`config.mk`:
```
export PLATFORM = sky130hd
export DESIGN_NAME = mem_access_ctrl
export DESIGN_NICKNAME = d
export VERILOG_FILES = /design/src/rtl/mem_access_ctrl_pkg.sv /design/src/rtl/mem_access_ctrl_solver.sv /design/src/rtl/mem_access_ctrl.sv
export SDC_FILE = /design/constraint.sdc
export NUM_CORES = 1
export LEC_CHECK = 0
export BUFFER_PORTS_ARGS = -buffer_cell sky130_fd_sc_hd__clkbuf_2
export CAP_MARGIN = 20
export CORE_MARGIN = 1
export CORE_UTILIZATION = 45
export DETAILED_ROUTE_END_ITERATION = 8
export HOLD_SLACK_MARGIN = 0.08
export PLACE_DENSITY = 0.84
export SKIP_LAST_GASP = 1
export SLEW_MARGIN = 20
export SYNTH_ARGS = -nofsm -noshare
export SYNTH_HDL_FRONTEND = slang
export SYNTH_HIERARCHICAL = 1
export SYNTH_SLANG_ARGS = --single-unit
```
`constraint.sdc`:
```
create_clock -name clk -period 2.65 [get_ports clk]
set_input_delay 0.3975 -clock clk [delete_from_list [all_inputs] [get_ports clk]]
set_output_delay 0.3975 -clock clk [all_outputs]
set_load 0.02 [all_outputs]
```
`src/rtl/mem_access_ctrl_pkg.sv`:
```
// Shared types for the memory access controller: widths, FSM states,
// memMode encodings and access-size helpers.
package common;

   typedef logic [63:0] u64;
   typedef logic [7:0]  u8;
   typedef logic [3:0]  u4;
   typedef logic [2:0]  u3;

   typedef enum logic [1:0] {
      IDLE,
      BUS,
      RESP
   } stateT;

   localparam u4 modeB  = 4'b0000;
   localparam u4 modeH  = 4'b0001;
   localparam u4 modeW  = 4'b0010;
   localparam u4 modeD  = 4'b0011;
   localparam u4 modeBu = 4'b0100;
   localparam u4 modeHu = 4'b0101;
   localparam u4 modeWu = 4'b0110;

   // Undefined encodings (0111 and up) fall back to doubleword.
   function automatic u3 sizeOf(input u4 mode);
      return (mode >= 4'd7) ? 3'd3 : {1'b0, mode[1:0]};
   endfunction

   function automatic logic isMisaligned(input u3 off, input u4 mode);
      logic mis;
      mis = 1'b0;
      unique case (1'b1)
         (sizeOf(mode) == 3'd1): mis = off[0];
         (sizeOf(mode) == 3'd2): mis = |off[1:0];
         (sizeOf(mode) == 3'd3): mis = |off;
         default:                mis = 1'b0;
      endcase
      return mis;
   endfunction

   function automatic u8 byteMask(input u3 size);
      u8 m;
      m = 8'h01;
      unique case (1'b1)
         (size == 3'd1): m = 8'h03;
         (size == 3'd2): m = 8'h0F;
         (size == 3'd3): m = 8'hFF;
         default:        m = 8'h01;
      endcase
      return m;
   endfunction

endpackage

```
`src/rtl/mem_access_ctrl_solver.sv`:
```
// memorySolver: extracts and extends a load result from a bus word.
// Ports: byteOff (addr[2:0]), rdata (bus word), memMode, data (result).
module memorySolver
   import common::*;
(
   input  u3  byteOff,
   input  u64 rdata,
   input  u4  memMode,
   output u64 data
);

   u64 shifted;

   assign shifted = rdata >> {byteOff, 3'b000};

   always_comb begin
      data = shifted;
      unique case (1'b1)
         (memMode == modeB):  data = {{56{shifted[7]}}, shifted[7:0]};
         (memMode == modeH):  data = {{48{shifted[15]}}, shifted[15:0]};
         (memMode == modeW):  data = {{32{shifted[31]}}, shifted[31:0]};
         (memMode == modeBu): data = {56'd0, shifted[7:0]};
         (memMode == modeHu): data = {48'd0, shifted[15:0]};
         (memMode == modeWu): data = {32'd0, shifted[31:0]};
         default:             data = shifted;
      endcase
   end

endmodule

```
`src/rtl/mem_access_ctrl.sv`:
```
// mem_access_ctrl: one-op-at-a-time load/store controller (IDLE/BUS/RESP).
// Ports: req_* pipeline request, flush, dbus_* memory bus, resp_* result.
module mem_access_ctrl
   import common::*;
(
   input  logic clk,
   input  logic rst_n,
   input  logic req_valid,
   output logic req_ready,
   input  u64   req_addr,
   input  u64   req_wdata,
   input  u4    req_memMode,
   input  logic req_isStore,
   input  logic flush,
   output logic dbus_valid,
   output u64   dbus_addr,
   output u3    dbus_size,
   output u8    dbus_strobe,
   output u64   dbus_wdata,
   input  logic dbus_ok,
   input  u64   dbus_rdata,
   output logic resp_valid,
   output u64   resp_data,
   output logic resp_misalign
);

   stateT state;
   u64    addrReg;
   u64    wdataReg;
   u64    rdataReg;
   u4     modeReg;
   logic  storeReg;
   logic  misReg;
   logic  dropFlag;
   logic  accept;
   logic  reqMis;
   logic  busStore;
   u3     size;
   u64    solved;

   // A flush in the accept cycle blocks acceptance outright.
   assign accept = req_valid && (state == IDLE) && !flush;
   assign reqMis = isMisaligned(req_addr[2:0], req_memMode);

   always_ff @(posedge clk or negedge rst_n) begin
      if (!rst_n) begin
         state    <= IDLE;
         addrReg  <= '0;
         wdataReg <= '0;
         rdataReg <= '0;
         modeReg  <= '0;
         storeReg <= 1'b0;
         misReg   <= 1'b0;
         dropFlag <= 1'b0;
      end else begin
         unique case (state)
            IDLE: begin
               dropFlag <= 1'b0;
               if (accept) begin
                  addrReg  <= req_addr;
                  wdataReg <= req_wdata;
                  modeReg  <= req_memMode;
                  storeReg <= req_isStore;
                  misReg   <= reqMis;
                  rdataReg <= '0;
                  state    <= reqMis ? RESP : BUS;
               end
            end
            BUS: begin
               // The bus op runs to completion; only its response is dropped.
               if (flush) dropFlag <= 1'b1;
               if (dbus_ok) begin
                  rdataReg <= dbus_rdata;
                  state    <= RESP;
               end
            end
            RESP: begin
               dropFlag <= 1'b0;
               state    <= IDLE;
            end
            default: state <= IDLE;
         endcase
      end
   end

   assign size     = sizeOf(modeReg);
   assign busStore = (state == BUS) && storeReg;

   assign req_ready   = (state == IDLE);
   assign dbus_valid  = (state == BUS);
   assign dbus_addr   = addrReg;
   assign dbus_size   = size;
   assign dbus_strobe = busStore ? (byteMask(size) << addrReg[2:0]) : '0;
   assign dbus_wdata  = busStore ? (wdataReg << {addrReg[2:0], 3'b000}) : '0;

   memorySolver uSolver (
      .byteOff (addrReg[2:0]),
      .rdata   (rdataReg),
      .memMode (modeReg),
      .data    (solved)
   );

   assign resp_valid    = (state == RESP) && !dropFlag && !flush;
   assign resp_misalign = resp_valid && misReg;
   assign resp_data     = ((state == RESP) && !misReg && !storeReg) ? solved : '0;

endmodule

```
==> run_results.csv <==
group,metric,value,unit
setup_path,critPathKind,"flop to primary output",
clock_network,cts.sinks,201,
finish,area_growth,58.1,%
placed_design,place_ws,95.2,ps
synth,ys_async_sr_fraction,100,%
power_and_ir_drop,ir_drop,0.000544,V
routing,ant_nets,0,
floorplanning,die-width,167,um
placed_design,placed_cells,2015,
sta,hold_viol,0,
floorplanning,fp.dieH,167,um
sta,fin_crit,3070,ps
routing,vias,14000,
clock_network,clock_latency,530,ps
routing,drt-wirelength-per-cell,26.0,um
global_route,grt_max_degree,131,
synth,ys_ff_latch,201,
synth,syn_avg_cell_area,9.17,um2
synth,synth_cell_type_count,60,
sta,finalMaxSlewViolations,0,
outcome,violations,"negative setup slack",
finish,regArea,5040,um2
floorplanning,boundaryPins,409,
sta,slew_headroom,52.8,%
min_path,hp-class,"input pin to flop",
routing,avgViaCountPerCell,6.25,
power_and_ir_drop,p_leak,9.70,nW
synth,synth_top_area_cell,"dfrtp_1",
synth,synthCells,1336,
clock_network,cts-root-buf,"clkbuf_16",
synth,ys_warn_count,6,
synth,synth_area,12300,um2
synth,synth_edf_count,0,
clock_network,cts.path.max_buffers,3,
setup_path,critPathArrivalTime,2680,ps
outcome,run_status,"finished, violations left",
global_route,grt_pass1_vias,13600,
global_route,grt_pass1_wl,79000,um
global_route,antenna_found_initial,7,
routing,drt_first_pass_iters,8,
floorplanning,die_area,27900,um2
floorplanning,fp.coreArea,26800,um2
clock_network,htree_levels,1,
sta,worst_slack,-423,ps
finish,drive_gt1_share,44.7,%
routing,wirelength,58200,um
synth,synth.top_cell.area_share,41.0,%
sta,setup_violations,130,
finish,layout_common_cells,"nand2_1, clkbuf_2, dfrtp_1",
sta,post-route-period-util,116,%
run,maxCapViolations,0,
finish,final_common_cell,"nand2_1",
finish,nets,2080,
global_route,overflow,0,
finish,utilization,72.3,%
synth,syn_nets,1538,
placed_design,place_hpwl,32300,um
sta,skew,11.3,ps
placed_design,place.gp.congestion,0.933,
sta,max_clock_freq,325,MHz
setup_path,cp_max_fo,24,
floorplanning,rows,60,
placed_design,portBuffers,407,
floorplanning,initial_core_util,45.7,%
clock_network,cts_tree,"done",
setup_path,end_kind,"primary output",
global_route,grt_usage,36.8,%
finish,fillers,1715,
finish,finalNonFillerCells,2241,
sta,grt_setup_unrepaired,"yes",
synth,ys_seq_area_share,41.0,%
setup_path,startpoint_type,"flop",
finish,multi_input_area,7480,um2
clock_network,numCtsBuffers,24,
clock_network,clk_pin_slew,60,ps
sta,tightest_slew,708,ps
synth,synth_area_leaders,"dfrtp_1, nand2_1, mux4_2",
synth,ys.flop_type,"dfrtp_1",
routing,drc,0,
setup_path,cp.required,2250,ps
routing,drt_iter0_drc,1773,
power_and_ir_drop,pwr_density_cell,730,nW/um2
where the power goes:
group	switching [mW]	internal (mW)
logic	3.22	2.81
registers	0.767	3.65
clock network	1.44	2.24
total	5.43	8.70
layout make-up:
| class | count | area share (%) |
|---|---|---|
| antenna | 6 | 0.0775 |
| inverter | 6 | 0.174 |
| sequential | 201 | 26.0 |
| clock buffer | 30 | 3.58 |
| tap | 341 | 2.20 |
| clock inverter | 12 | 0.885 |
| timing repair buffer | 635 | 28.4 |
| multi-input combinational | 1010 | 38.6 |
synthesized netlist by cell type, types with 3 or more instances:
| library cell | instances |
|---|---|
| nand3_1 | 14 |
| mux2_2 | 49 |
| a21oi_1 | 6 |
| a22o_1 | 64 |
| nand2b_1 | 3 |
| mux2_1 | 13 |
| buf_4 | 5 |
| nor4_1 | 3 |
| a22oi_1 | 16 |
| nor2_1 | 53 |
| a211o_1 | 3 |
| o2bb2ai_1 | 9 |
| buf_1 | 5 |
| a32oi_1 | 10 |
| buf_6 | 17 |
| a21o_1 | 3 |
| nand2_1 | 442 |
| o21a_1 | 3 |
| nand4_1 | 19 |
| and2_1 | 74 |
| o21ai_1 | 21 |
| inv_1 | 5 |
| o32ai_1 | 14 |
| dfrtp_1 | 201 |
| nor2b_1 | 16 |
| mux2i_1 | 47 |
| nand3_2 | 10 |
| nand4_2 | 15 |
| o21ai_0 | 15 |
| buf_2 | 50 |
| a211oi_1 | 11 |
| mux4_2 | 32 |
| clkbuf_1 | 42 |
| nand3b_1 | 3 |
| o22ai_1 | 3 |
| nor3_1 | 5 |
| o211ai_1 | 6 |
worst paths after layout:
path,cells past startpoint,endpoint,slack (ps),from
worst max-delay path,10,resp_data[59],-420,dbus_addr[1]
worst min-delay path,3,wdataReg[18],90,req_wdata[18]
worst max register to register,4,dbus_addr[36],690,state[0]
worst min register to register,2,dbus_addr[12],480,dbus_addr[12]
max in group asynchronous,3,rdataReg[20],1420,rst_n
min in group asynchronous,2,rdataReg[58],410,rst_n
sequential cells by signal, summed over array words and instances (netlist names):
name       flops
dbus_addr     64
storeReg       1
misReg         1
dropFlag       1
modeReg        4
rdataReg      64
state          2
wdataReg      64
stage by stage:
step                hold slack [ps]  setup TNS (ps)  area [um2]  power, mW
floorplan                       102               0       12300       6.85
global placement                389               0       14700       8.24
detailed placement              390               0       14700       8.34
CTS                            80.3          -24990       17900       12.9
global route                   88.2          -36080       19400       14.5
finish                         90.9          -30190       19400       14.1
worst max-delay path, cell delays in order, from the launching register on:
cell and delay, ps:
dfrtp_4 540, buf_12 150, buf_12 120, nor2b_1 130
a22oi_1 210, nand4_1 230, buf_6 200, buf_16 170
nand4_1 110, and2_1 140, clkbuf_2 160
cell families (layout without fill, tap and decap cells):
| group | Yosys count | after routing | synth area share [%] |
|---|---|---|---|
| flops | 201 | 201 | 41.0 |
| buf+inv | 126 | 683 | 5.66 |
| simple gates | 674 | 675 | 25.7 |
| mux | 142 | 142 | 15.5 |
| other cells | 1 | 7 | 0.0306 |
| compound gates | 192 | 192 | 12.1 |
repair_timing:
action                     CTS  global route
pin swaps                   11            38
gates resized for setup    156           365
cloned                      19            12
hold endpoints to repair   145             1
buffers inserted            29            28
hold buffers                93             1
setup endpoints to repair  116           135
metal layers:
layer  vias to the layer above  part of all wire, %  wire length, um  global-route usage [%]
li1                       5729                    -                -                       -
met1                      6664                   33            19400                    41.1
met2                      1210                   47            27500                    64.5
met3                       396                   10             6090                    7.89
met4                         4                  8.8             5140                    21.8
met5                         -                0.034               20                       0
(Power assumes the default switching activity.)
